<file path="config.mk">
export PLATFORM = sky130hd
export DESIGN_NAME = muldiv_unit
export DESIGN_NICKNAME = d
export VERILOG_FILES = /design/src/rtl/muldiv_unit_pkg.sv /design/src/rtl/muldiv_unit_div_core.sv /design/src/rtl/muldiv_unit.sv
export SDC_FILE = /design/constraint.sdc
export NUM_CORES = 1
export LEC_CHECK = 0
export ABC_AREA = 1
export CAP_MARGIN = 5
export CORE_ASPECT_RATIO = 1.75
export CORE_MARGIN = 2
export CORE_UTILIZATION = 27
export CTS_CLUSTER_SIZE = 14
export DETAILED_ROUTE_END_ITERATION = 6
export DONT_BUFFER_PORTS = 1
export GPL_TIMING_DRIVEN = 0
export HOLD_SLACK_MARGIN = 0.12
export PLACE_DENSITY = 0.43
export SKIP_CTS_REPAIR_TIMING = 1
export SLEW_MARGIN = 20
export SYNTH_ARGS = -nofsm -noshare
export SYNTH_HDL_FRONTEND = slang
export SYNTH_SLANG_ARGS = --single-unit
</file>
<file path="constraint.sdc">
create_clock -name clk -period 7.75 [get_ports clk]
set_clock_uncertainty 0.15 [all_clocks]
set_input_delay 1.55 -clock clk [delete_from_list [all_inputs] [get_ports clk]]
set_output_delay 1.55 -clock clk [all_outputs]
set_load 0.02 [all_outputs]
</file>
<file path="src/rtl/muldiv_unit_pkg.sv">
// Shared constants and helpers for the HI/LO multiply/divide unit.
// Optional feature macro: MULDIV_FAST_MUL_EN (single-cycle MULT/MULTU).
package muldiv_unit_pkg;

    // Global stall vector layout; bit STALL_EX belongs to the EX stage.
    localparam int   STALL_W  = 6;
    localparam int   STALL_EX = 2;
    localparam logic STOP     = 1'b1;
    localparam logic NO_STOP  = 1'b0;

    // Unit FSM encodings.
    localparam logic [1:0] MD_IDLE = 2'd0;
    localparam logic [1:0] MD_BUSY = 2'd1;
    localparam logic [1:0] MD_DONE = 2'd2;

    // Number of shift-subtract / shift-add iterations.
    localparam int MD_ITER = 32;

    // Two's-complement negate when neg is set.
    function automatic logic [31:0] neg_if32(input logic neg, input logic [31:0] v);
        return neg ? (~v + 32'd1) : v;
    endfunction

    function automatic logic [63:0] neg_if64(input logic neg, input logic [63:0] v);
        return neg ? (~v + 64'd1) : v;
    endfunction

endpackage

</file>
<file path="src/rtl/muldiv_unit_div_core.sv">
// Iterative engine: restoring divider on magnitudes, and the shift-add
// multiplier that shares its counter and registers. Sign correction is
// applied on the final iteration so results leave the core ready to write.
module muldiv_unit_div_core
    import muldiv_unit_pkg::*;
(
    input  logic        clk,
    input  logic        rst_n,
    input  logic        start,
    input  logic        flush,
    input  logic        is_mul,
    input  logic        is_signed,
    input  logic [31:0] a,
    input  logic [31:0] b,
    output logic        done,
    output logic [31:0] hi_res,
    output logic [31:0] lo_res
);

    logic        busy_q, busy_d;
    logic [5:0]  cnt_q, cnt_d;
    logic [31:0] acc_hi_q, acc_hi_d;   // remainder / product high
    logic [31:0] acc_lo_q, acc_lo_d;   // quotient / multiplier shifting out
    logic [31:0] opnd_q, opnd_d;       // divisor / multiplicand magnitude
    logic        mul_q, mul_d;
    logic        neg_q_q, neg_q_d;     // negate quotient / product
    logic        neg_r_q, neg_r_d;     // negate remainder

    logic        sa, sb;
    logic [31:0] a_mag, b_mag;
    logic [32:0] rem_sh;
    logic        ge;
    logic [31:0] diff;
    logic [32:0] sum;
    logic [31:0] hi_n, lo_n;
    logic [63:0] prod_fix;

    // One iteration of whichever operation is in flight, plus sign fix-up.
    always_comb begin
        sa     = is_signed & a[31];
        sb     = is_signed & b[31];
        a_mag  = neg_if32(sa, a);
        b_mag  = neg_if32(sb, b);

        rem_sh = {acc_hi_q, acc_lo_q[31]};
        ge     = (rem_sh >= {1'b0, opnd_q});
        diff   = rem_sh[31:0] - opnd_q;
        sum    = {1'b0, acc_hi_q} + (acc_lo_q[0] ? {1'b0, opnd_q} : 33'd0);

        if (mul_q) begin
            hi_n = sum[32:1];
            lo_n = {sum[0], acc_lo_q[31:1]};
        end else begin
            hi_n = ge ? diff : rem_sh[31:0];
            lo_n = {acc_lo_q[30:0], ge};
        end

        done     = busy_q && (cnt_q == 6'(MD_ITER - 1));
        prod_fix = neg_if64(neg_q_q, {hi_n, lo_n});
        hi_res   = mul_q ? prod_fix[63:32] : neg_if32(neg_r_q, hi_n);
        lo_res   = mul_q ? prod_fix[31:0]  : neg_if32(neg_q_q, lo_n);
    end

    // Next-state for the counter and working registers.
    always_comb begin
        busy_d   = busy_q;
        cnt_d    = cnt_q;
        acc_hi_d = acc_hi_q;
        acc_lo_d = acc_lo_q;
        opnd_d   = opnd_q;
        mul_d    = mul_q;
        neg_q_d  = neg_q_q;
        neg_r_d  = neg_r_q;
        if (flush) begin
            busy_d = 1'b0;
            cnt_d  = 6'd0;
        end else if (start) begin
            busy_d   = 1'b1;
            cnt_d    = 6'd0;
            acc_hi_d = 32'd0;
            acc_lo_d = a_mag;
            opnd_d   = b_mag;
            mul_d    = is_mul;
            neg_q_d  = sa ^ sb;
            neg_r_d  = sa;
        end else if (busy_q) begin
            acc_hi_d = hi_n;
            acc_lo_d = lo_n;
            cnt_d    = cnt_q + 6'd1;
            if (done) busy_d = 1'b0;
        end
    end

    // Register update; reset discards any partial operation.
    always_ff @(posedge clk or negedge rst_n) begin
        if (!rst_n) begin
            busy_q   <= 1'b0;
            cnt_q    <= 6'd0;
            acc_hi_q <= 32'd0;
            acc_lo_q <= 32'd0;
            opnd_q   <= 32'd0;
            mul_q    <= 1'b0;
            neg_q_q  <= 1'b0;
            neg_r_q  <= 1'b0;
        end else begin
            busy_q   <= busy_d;
            cnt_q    <= cnt_d;
            acc_hi_q <= acc_hi_d;
            acc_lo_q <= acc_lo_d;
            opnd_q   <= opnd_d;
            mul_q    <= mul_d;
            neg_q_q  <= neg_q_d;
            neg_r_q  <= neg_r_d;
        end
    end

endmodule

</file>
<file path="src/rtl/muldiv_unit.sv">
// EX-stage HI/LO write producer for MULT/MULTU/DIV/DIVU/MTHI/MTLO.
// Iterative ops stall the pipe via stallreq and write once from DONE.
// Define MULDIV_FAST_MUL_EN for single-cycle combinational MULT/MULTU.
module muldiv_unit
    import muldiv_unit_pkg::*;
(
    input  logic               clk,
    input  logic               rst_n,
    input  logic [STALL_W-1:0] stall,
    input  logic               flush,
    input  logic               op_mult,
    input  logic               op_multu,
    input  logic               op_div,
    input  logic               op_divu,
    input  logic               op_mthi,
    input  logic               op_mtlo,
    input  logic [31:0]        src_a,
    input  logic [31:0]        src_b,
    output logic               stallreq,
    output logic               hi_we,
    output logic               lo_we,
    output logic [31:0]        hi_wdata,
    output logic [31:0]        lo_wdata
);

    logic [1:0]  state_q, state_d;
    logic [31:0] res_hi_q, res_hi_d;
    logic [31:0] res_lo_q, res_lo_d;

    logic        is_div, iter_op, op_signed, div_by_zero;
    logic        start, core_done;
    logic [31:0] core_hi, core_lo;
    logic        st_req, hwe, lwe;
    logic [31:0] hwd, lwd;
    logic        unused_stall;

    assign unused_stall = ^{stall[STALL_W-1:STALL_EX+1], stall[STALL_EX-1:0]};

    assign is_div      = op_div | op_divu;
    assign op_signed   = op_div | op_mult;
    assign div_by_zero = is_div && (src_b == 32'd0);

`ifdef MULDIV_FAST_MUL_EN
    logic        fast_mul;
    logic [63:0] fast_prod;
    assign iter_op   = is_div;
    assign fast_mul  = op_mult | op_multu;
    assign fast_prod = op_mult ? ({{32{src_a[31]}}, src_a} * {{32{src_b[31]}}, src_b})
                               : ({32'd0, src_a} * {32'd0, src_b});
`else
    assign iter_op   = is_div | op_mult | op_multu;
`endif

    muldiv_unit_div_core u_core (
        .clk       (clk),
        .rst_n     (rst_n),
        .start     (start),
        .flush     (flush),
        .is_mul    (~is_div),
        .is_signed (op_signed),
        .a         (src_a),
        .b         (src_b),
        .done      (core_done),
        .hi_res    (core_hi),
        .lo_res    (core_lo)
    );

    // FSM sequencing and EX-stage write bus generation.
    always_comb begin
        state_d  = state_q;
        res_hi_d = res_hi_q;
        res_lo_d = res_lo_q;
        start    = 1'b0;
        st_req   = 1'b0;
        hwe      = 1'b0;
        lwe      = 1'b0;
        hwd      = 32'd0;
        lwd      = 32'd0;
        if (flush) begin
            state_d = MD_IDLE;
        end else begin
            case (state_q)
                MD_IDLE: begin
                    if (iter_op) begin
                        st_req = 1'b1;
                        if (div_by_zero) begin
                            res_hi_d = src_a;
                            res_lo_d = 32'hFFFF_FFFF;
                            state_d  = MD_DONE;
                        end else begin
                            start   = 1'b1;
                            state_d = MD_BUSY;
                        end
                    end
`ifdef MULDIV_FAST_MUL_EN
                    else if (fast_mul) begin
                        hwe = 1'b1;
                        lwe = 1'b1;
                        hwd = fast_prod[63:32];
                        lwd = fast_prod[31:0];
                    end
`endif
                end
                MD_BUSY: begin
                    st_req = 1'b1;
                    if (core_done) begin
                        res_hi_d = core_hi;
                        res_lo_d = core_lo;
                        state_d  = MD_DONE;
                    end
                end
                MD_DONE: begin
                    hwe = 1'b1;
                    lwe = 1'b1;
                    hwd = res_hi_q;
                    lwd = res_lo_q;
                    if (stall[STALL_EX] == NO_STOP) state_d = MD_IDLE;
                end
                default: state_d = MD_IDLE;
            endcase
            // Moves to HI/LO bypass the FSM entirely.
            if (op_mthi) begin
                st_req = 1'b0;
                hwe    = 1'b1;
                hwd    = src_a;
                lwe    = 1'b0;
                lwd    = 32'd0;
            end else if (op_mtlo) begin
                st_req = 1'b0;
                lwe    = 1'b1;
                lwd    = src_a;
                hwe    = 1'b0;
                hwd    = 32'd0;
            end
        end
    end

    // Outputs are held at zero for as long as reset is asserted.
    assign stallreq = rst_n & st_req;
    assign hi_we    = rst_n & hwe;
    assign lo_we    = rst_n & lwe;
    assign hi_wdata = rst_n ? hwd : 32'd0;
    assign lo_wdata = rst_n ? lwd : 32'd0;

    // State and result registers.
    always_ff @(posedge clk or negedge rst_n) begin
        if (!rst_n) begin
            state_q  <= MD_IDLE;
            res_hi_q <= 32'd0;
            res_lo_q <= 32'd0;
        end else begin
            state_q  <= state_d;
            res_hi_q <= res_hi_d;
            res_lo_q <= res_lo_d;
        end
    end

endmodule

</file>
==> impl_metrics.ini, run 1 <==
[outcome]
status = finished, final reports clean

[setup_path]
slowest_stage = dfrtp_1
endpoint_kind = register
cp_max_fo = 6
cpLargestDelayFamily = simple AND/OR/NAND/NOR gates
path_buf_inv = 1
cp-start-kind = register
cp.required_ns = 7.98
cpPeakStageDelay_ns = 0.59
worst-setup-path-type = reg2reg
arrival_ns = 5.98
crit_path_frequent_cell = nor2_1

[synthesis]
synth_most_common_cell = nand2_1
synth_edf_count = 0
ys_seq_area_frac = 0.238
async_flop_share = 1.00
synthMuxAreaShare = 0
synth_xor_area_frac = 0.0442
yosys.area.top_type = dfrtp_1
yosys_register_bits = 172
synthFlopType = dfrtp_1
yosysWarnings = 0
netlist_instances = 3020
yosys.cell_types.count = 57
synth.cells.most_frequent = 929 x nand2_1, 408 x inv_1, 327 x nor2_1
syn_area_um2 = 18000
synth_top_area_share = 0.238
synth_top_family_by_area = simple AND/OR/NAND/NOR gates
yosys.area_share.simple = 0.391
syn_nets = 3170
yosys-top-cells-area = dfrtp_1 24%, nand2_1 19%, inv_1 8.5%
synth_area_per_cell_um2 = 5.98
synth-compound-area-share = 0.160
synthAdderAreaFrac = 0.0501

[timing]
fmaxAchievable_mhz = 174
timing.final.ws_setup_ns = 2.00
rsz0062_at_grt = false
fin_crit_ns = 5.75
setup_viol = 0
slew_headroom = 0.244
tightest_slew_ns = 1.13
fin_setup_tns_ns = 0
finalHoldViolations = 0
drv_slew = 0
hold_slack_ns = 0.334
finalCritPeriodShare = 0.742

[floorplan]
initial_utilization = 0.272
die_y_um = 346
dieArea_um2 = 69000
ios = 146
coreArea_um2 = 66300
die_w_um = 199
num_rows = 125

[route]
dr.pass1.iters = 5
vias_per_cell = 5.11
drtAntennaViolNets = 0
vias = 20100
detail_route.iter0.violations = 1059
wl_per_cell_um = 24.9
drc = 0
routed_wirelength_um = 98200

[global_routing]
grt_remaining_overflow = 0
grt_pass1_wl_um = 141000
antenna_found_initial = 1
grt_max_degree = 174
grt_pass1_vias = 21100
track_usage = 0.288

[cts]
numCtsBuffers = 17
tritoncts = built
cts_buffer_depth = 2
path_clk_slew_ns = 0.08
cts_max_level = 4
cts.sinks = 172
clk_latency_ns = 0.50
cts.root.buffer_cell = clkbuf_16

[cells_and_area]
final_nets = 3189
drive_above_1_share = 0.0515
seqCellArea_um2 = 4300
areaGrowthSynthToFinish_pct = 9.42
diodes = 0
multi_input_area_um2 = 11600
num-fill-cells = 7694

[placement]
hpwl_um = 83500
place_worst_setup_slack_ns = 2.03
portBuffers = 0
gp_congestion = 0.985

[min_path]
hp-class = reg2reg

[job]
cap_violations = 0
## layer usage
layer	vias to the layer above	wire (um)	global-route usage
met3	268	3880	0.0422
met2	608	51100	0.531
met1	9456	31900	0.260
met5	-	15	0
met4	2	11300	0.279
li1	9781	-	-
## final timing paths
check | start | endpoint | slack (ns) | cells past startpoint
worst max-delay path | u_core.opnd_q[28] | res_hi_q[28] | 2.00 | 25
worst min-delay path | res_hi_q[11] | res_hi_q[11] | 0.33 | 2
worst max register to register | u_core.opnd_q[28] | res_hi_q[28] | 2.00 | 25
worst min register to register | res_hi_q[11] | res_hi_q[11] | 0.33 | 2
max in group asynchronous | rst_n | u_core.opnd_q[23] | 6.39 | 0
min in group asynchronous | rst_n | res_hi_q[29] | 0.60 | 0
## worst register-to-register path, cell delays in order (launching register included)
cell and delay (ns):
dfrtp_1 0.59, inv_1 0.09, ha_1 0.50, a21oi_1 0.31, nand2_1 0.09, a21oi_1 0.43
nand2_2 0.17, nor2_8 0.25, nand3_1 0.21, o21ai_2 0.18, ha_1 0.23, nand3_1 0.10
nor2_1 0.23, nand4_1 0.20, nor2_1 0.15, nand4_1 0.15, nor2_1 0.39, nor2_1 0.20
nor2_1 0.23, nand2_2 0.09, nor2_2 0.23, nand2_1 0.12, nand3_1 0.09, nand3_1 0.09
nand2_1 0.09, nand2_1 0.05
## cell type report
| type | count | share of cell area |
|---|---|---|
| Multi-Input combinational cell | 2311 | 0.590 |
| Sequential cell | 172 | 0.218 |
| Inverter | 425 | 0.0808 |
| Tap cell | 889 | 0.0563 |
| Buffer | 112 | 0.0256 |
| Clock buffer | 18 | 0.0222 |
| Clock inverter | 13 | 0.00754 |
## logic make-up (layout without fill, tap and decap cells)
kind of cell	after synthesis	after routing
compound gates	492	492
flops	172	172
buf+inv	537	568
simple gates	1657	1657
fa+ha+maj	71	71
xor+xnor	91	91
## registers in the layout, indices dropped and copies added, names as in the netlist
signal,count
u_core.opnd_q,32
u_core.acc_lo_q,32
u_core.busy_q,1
u_core.neg_q_q,1
u_core.neg_r_q,1
state_q,2
u_core.mul_q,1
res_lo_q,32
res_hi_q,32
u_core.cnt_q,6
u_core.acc_hi_q,32
## per-stage QoR
stage / area, um2 / instances / util
2_1_floorplan: 18000 / 3020 / -
3_3_place_gp: 19200 / 3909 / 0.289
3_5_place_dp: 19200 / 3909 / 0.289
4_1_cts: 19700 / 3940 / 0.298
5_1_grt: 19700 / 3940 / 0.298
6_report: 19700 / 3940 / 0.298
## cells in the final DEF, fill, tap and decap left out, types with 45 or more instances in the layout
cell type and n:
a21oi_1 115, clkbuf_1 76, dfrtp_1 172, ha_1 69, inv_1 408, nand2_1 929
nand3_1 205, nand4_1 48, nor2_1 327, nor3_1 45, o21ai_0 192, xor2_1 68
Power of run 1 is not shown: default switching activity piles up to over one toggle a cycle in this logic, so the estimate is an artifact.
==> run 2: changes to the inputs <==
==> constraint.sdc (replaced) <==
create_clock -name clk -period 5.4 [get_ports clk]
set_clock_uncertainty 0.15 [all_clocks]
set_input_delay 1.08 -clock clk [delete_from_list [all_inputs] [get_ports clk]]
set_output_delay 1.08 -clock clk [all_outputs]
set_load 0.02 [all_outputs]
==> run 2 against run 1 <==
Net effect: non-clock buffer count is the same; flip-flop and latch count is the same; sequential share of layout area is essentially flat; routed wire length grew 0.14%; critical path depth shrank 2; setup slack lost 1.7 ns; die area is the same; largest cell class unchanged; global-route usage is the same; register-to-register slack lost 1.7 ns; first-iteration DRC count shrank 4.6%.
==> impl_metrics.ini, run 2 (synthesis gave the netlist of run 1 again) <==
[cells_and_area]
most-common-layout-cells = 929 x nand2_1, 408 x inv_1, 325 x nor2_1
num-fill-cells = 7692
multi_input_area_um2 = 11700
final_nets = 3189
drive_above_1_share = 0.0547
seqCellArea_um2 = 4310
final_common_cell = nand2_1
diodes = 0
areaGrowthSynthToFinish_pct = 9.68

[job]
cap_violations = 0

[floorplan]
die_y_um = 346
ios = 146
die_w_um = 199
coreArea_um2 = 66300
initial_utilization = 0.272
dieArea_um2 = 69000
num_rows = 125

[setup_path]
reg2reg_depth = 23
slowest_stage = dfrtp_1
cp_cell_sequence = inv_1, ha_1, nand2_1, nor2_1, a21oi_4, nand2_2, nor2_8, nand3_1, o21ai_2, ha_1, nand3_1, nor2_2, nand4_1, nor2_1, nand4_1, nor2_4, nor2_1, nor2_1, nand3_1, nand2_1, o21ai_0, o21ai_1, nand2_1
cp_max_fo = 6
cpLargestDelayFamily = simple AND/OR/NAND/NOR gates
arrival_ns = 5.27
path_buf_inv = 1
cp.depth = 23
cp.required_ns = 5.60
crit_path_frequent_cell = nor2_1
endpoint_kind = register
worst-setup-path-type = reg2reg
cp-start-kind = register
cpPeakStageDelay_ns = 0.42

[timing]
timing.final.ws_setup_ns = 0.334
tightest_slew_ns = 1.13
slew_headroom = 0.243
rsz0062_at_grt = false
setup_viol = 0
fin_crit_ns = 5.07
fmaxAchievable_mhz = 197
finalCritPeriodShare = 0.938
finalHoldViolations = 0
drv_slew = 0

[route]
wl_per_cell_um = 25.0
routed_wirelength_um = 98400
vias = 20100
drc = 0
drtAntennaViolNets = 0
vias_per_cell = 5.09
dr.pass1.iters = 6
detail_route.iter0.violations = 1010

[cts]
cts.root.buffer_cell = clkbuf_16
numCtsBuffers = 17
cts_buffer_depth = 2
cts_max_level = 4
path_clk_slew_ns = 0.08
tritoncts = built
clk_latency_ns = 0.49
cts.sinks = 172

[global_routing]
grt_pass1_wl_um = 141000
grt_remaining_overflow = 0
antenna_found_initial = 1
grt_pass1_vias = 21100
track_usage = 0.288
grt_max_degree = 174

[min_path]
hp-class = in2async

[placement]
place_worst_setup_slack_ns = -0.316
portBuffers = 0
gp_congestion = 0.985
hpwl_um = 83500

[outcome]
status = finished, final reports clean
run 2: final timing paths:
path | startpoint | to | slack [ns]
max | u_core.opnd_q[31] | res_hi_q[16] | 0.33
min | rst_n | u_core.opnd_q[30] | 0.16
max reg2reg | u_core.opnd_q[31] | res_hi_q[16] | 0.33
min reg2reg | res_hi_q[1] | res_hi_q[1] | 0.33
max in group asynchronous | rst_n | res_hi_q[31] | 4.06
min in group clk | res_hi_q[1] | res_hi_q[1] | 0.33
run 2: final cells by class:
type,instances,share of cell area
multi-input combinational,2311,0.590
sequential,172,0.218
inverter,425,0.0806
tap,889,0.0562
buffer,111,0.0255
clock buffer,18,0.0222
clock inverter,13,0.00752
timing repair buffer,1,0.000506
run 2: metal layers:
layer  up-vias  share of wire  global-route usage
li1       9775              -                   -
met3       276          0.038              0.0422
met4         2           0.12               0.279
met1      9425           0.33               0.260
met2       576           0.52               0.531
met5         -        0.00015                   0
run 2: metrics by stage:
step / cell area (um2) / instances / setup TNS, ns / hold slack, ns / utilization
final: 19800 / 3940 / 0 / 0.157 / 0.299
after global routing: 19800 / 3940 / 0 / 0.132 / 0.299
after CTS: 19700 / 3940 / -2.76 / 0.131 / 0.298
after detailed placement: 19200 / 3909 / -2.08 / 0.316 / 0.289
after global placement: 19200 / 3909 / -2.29 / 0.317 / 0.289
after floorplan: 18000 / 3020 / 0 / 0.300 / -
Power of run 2 is left out for the same reason.
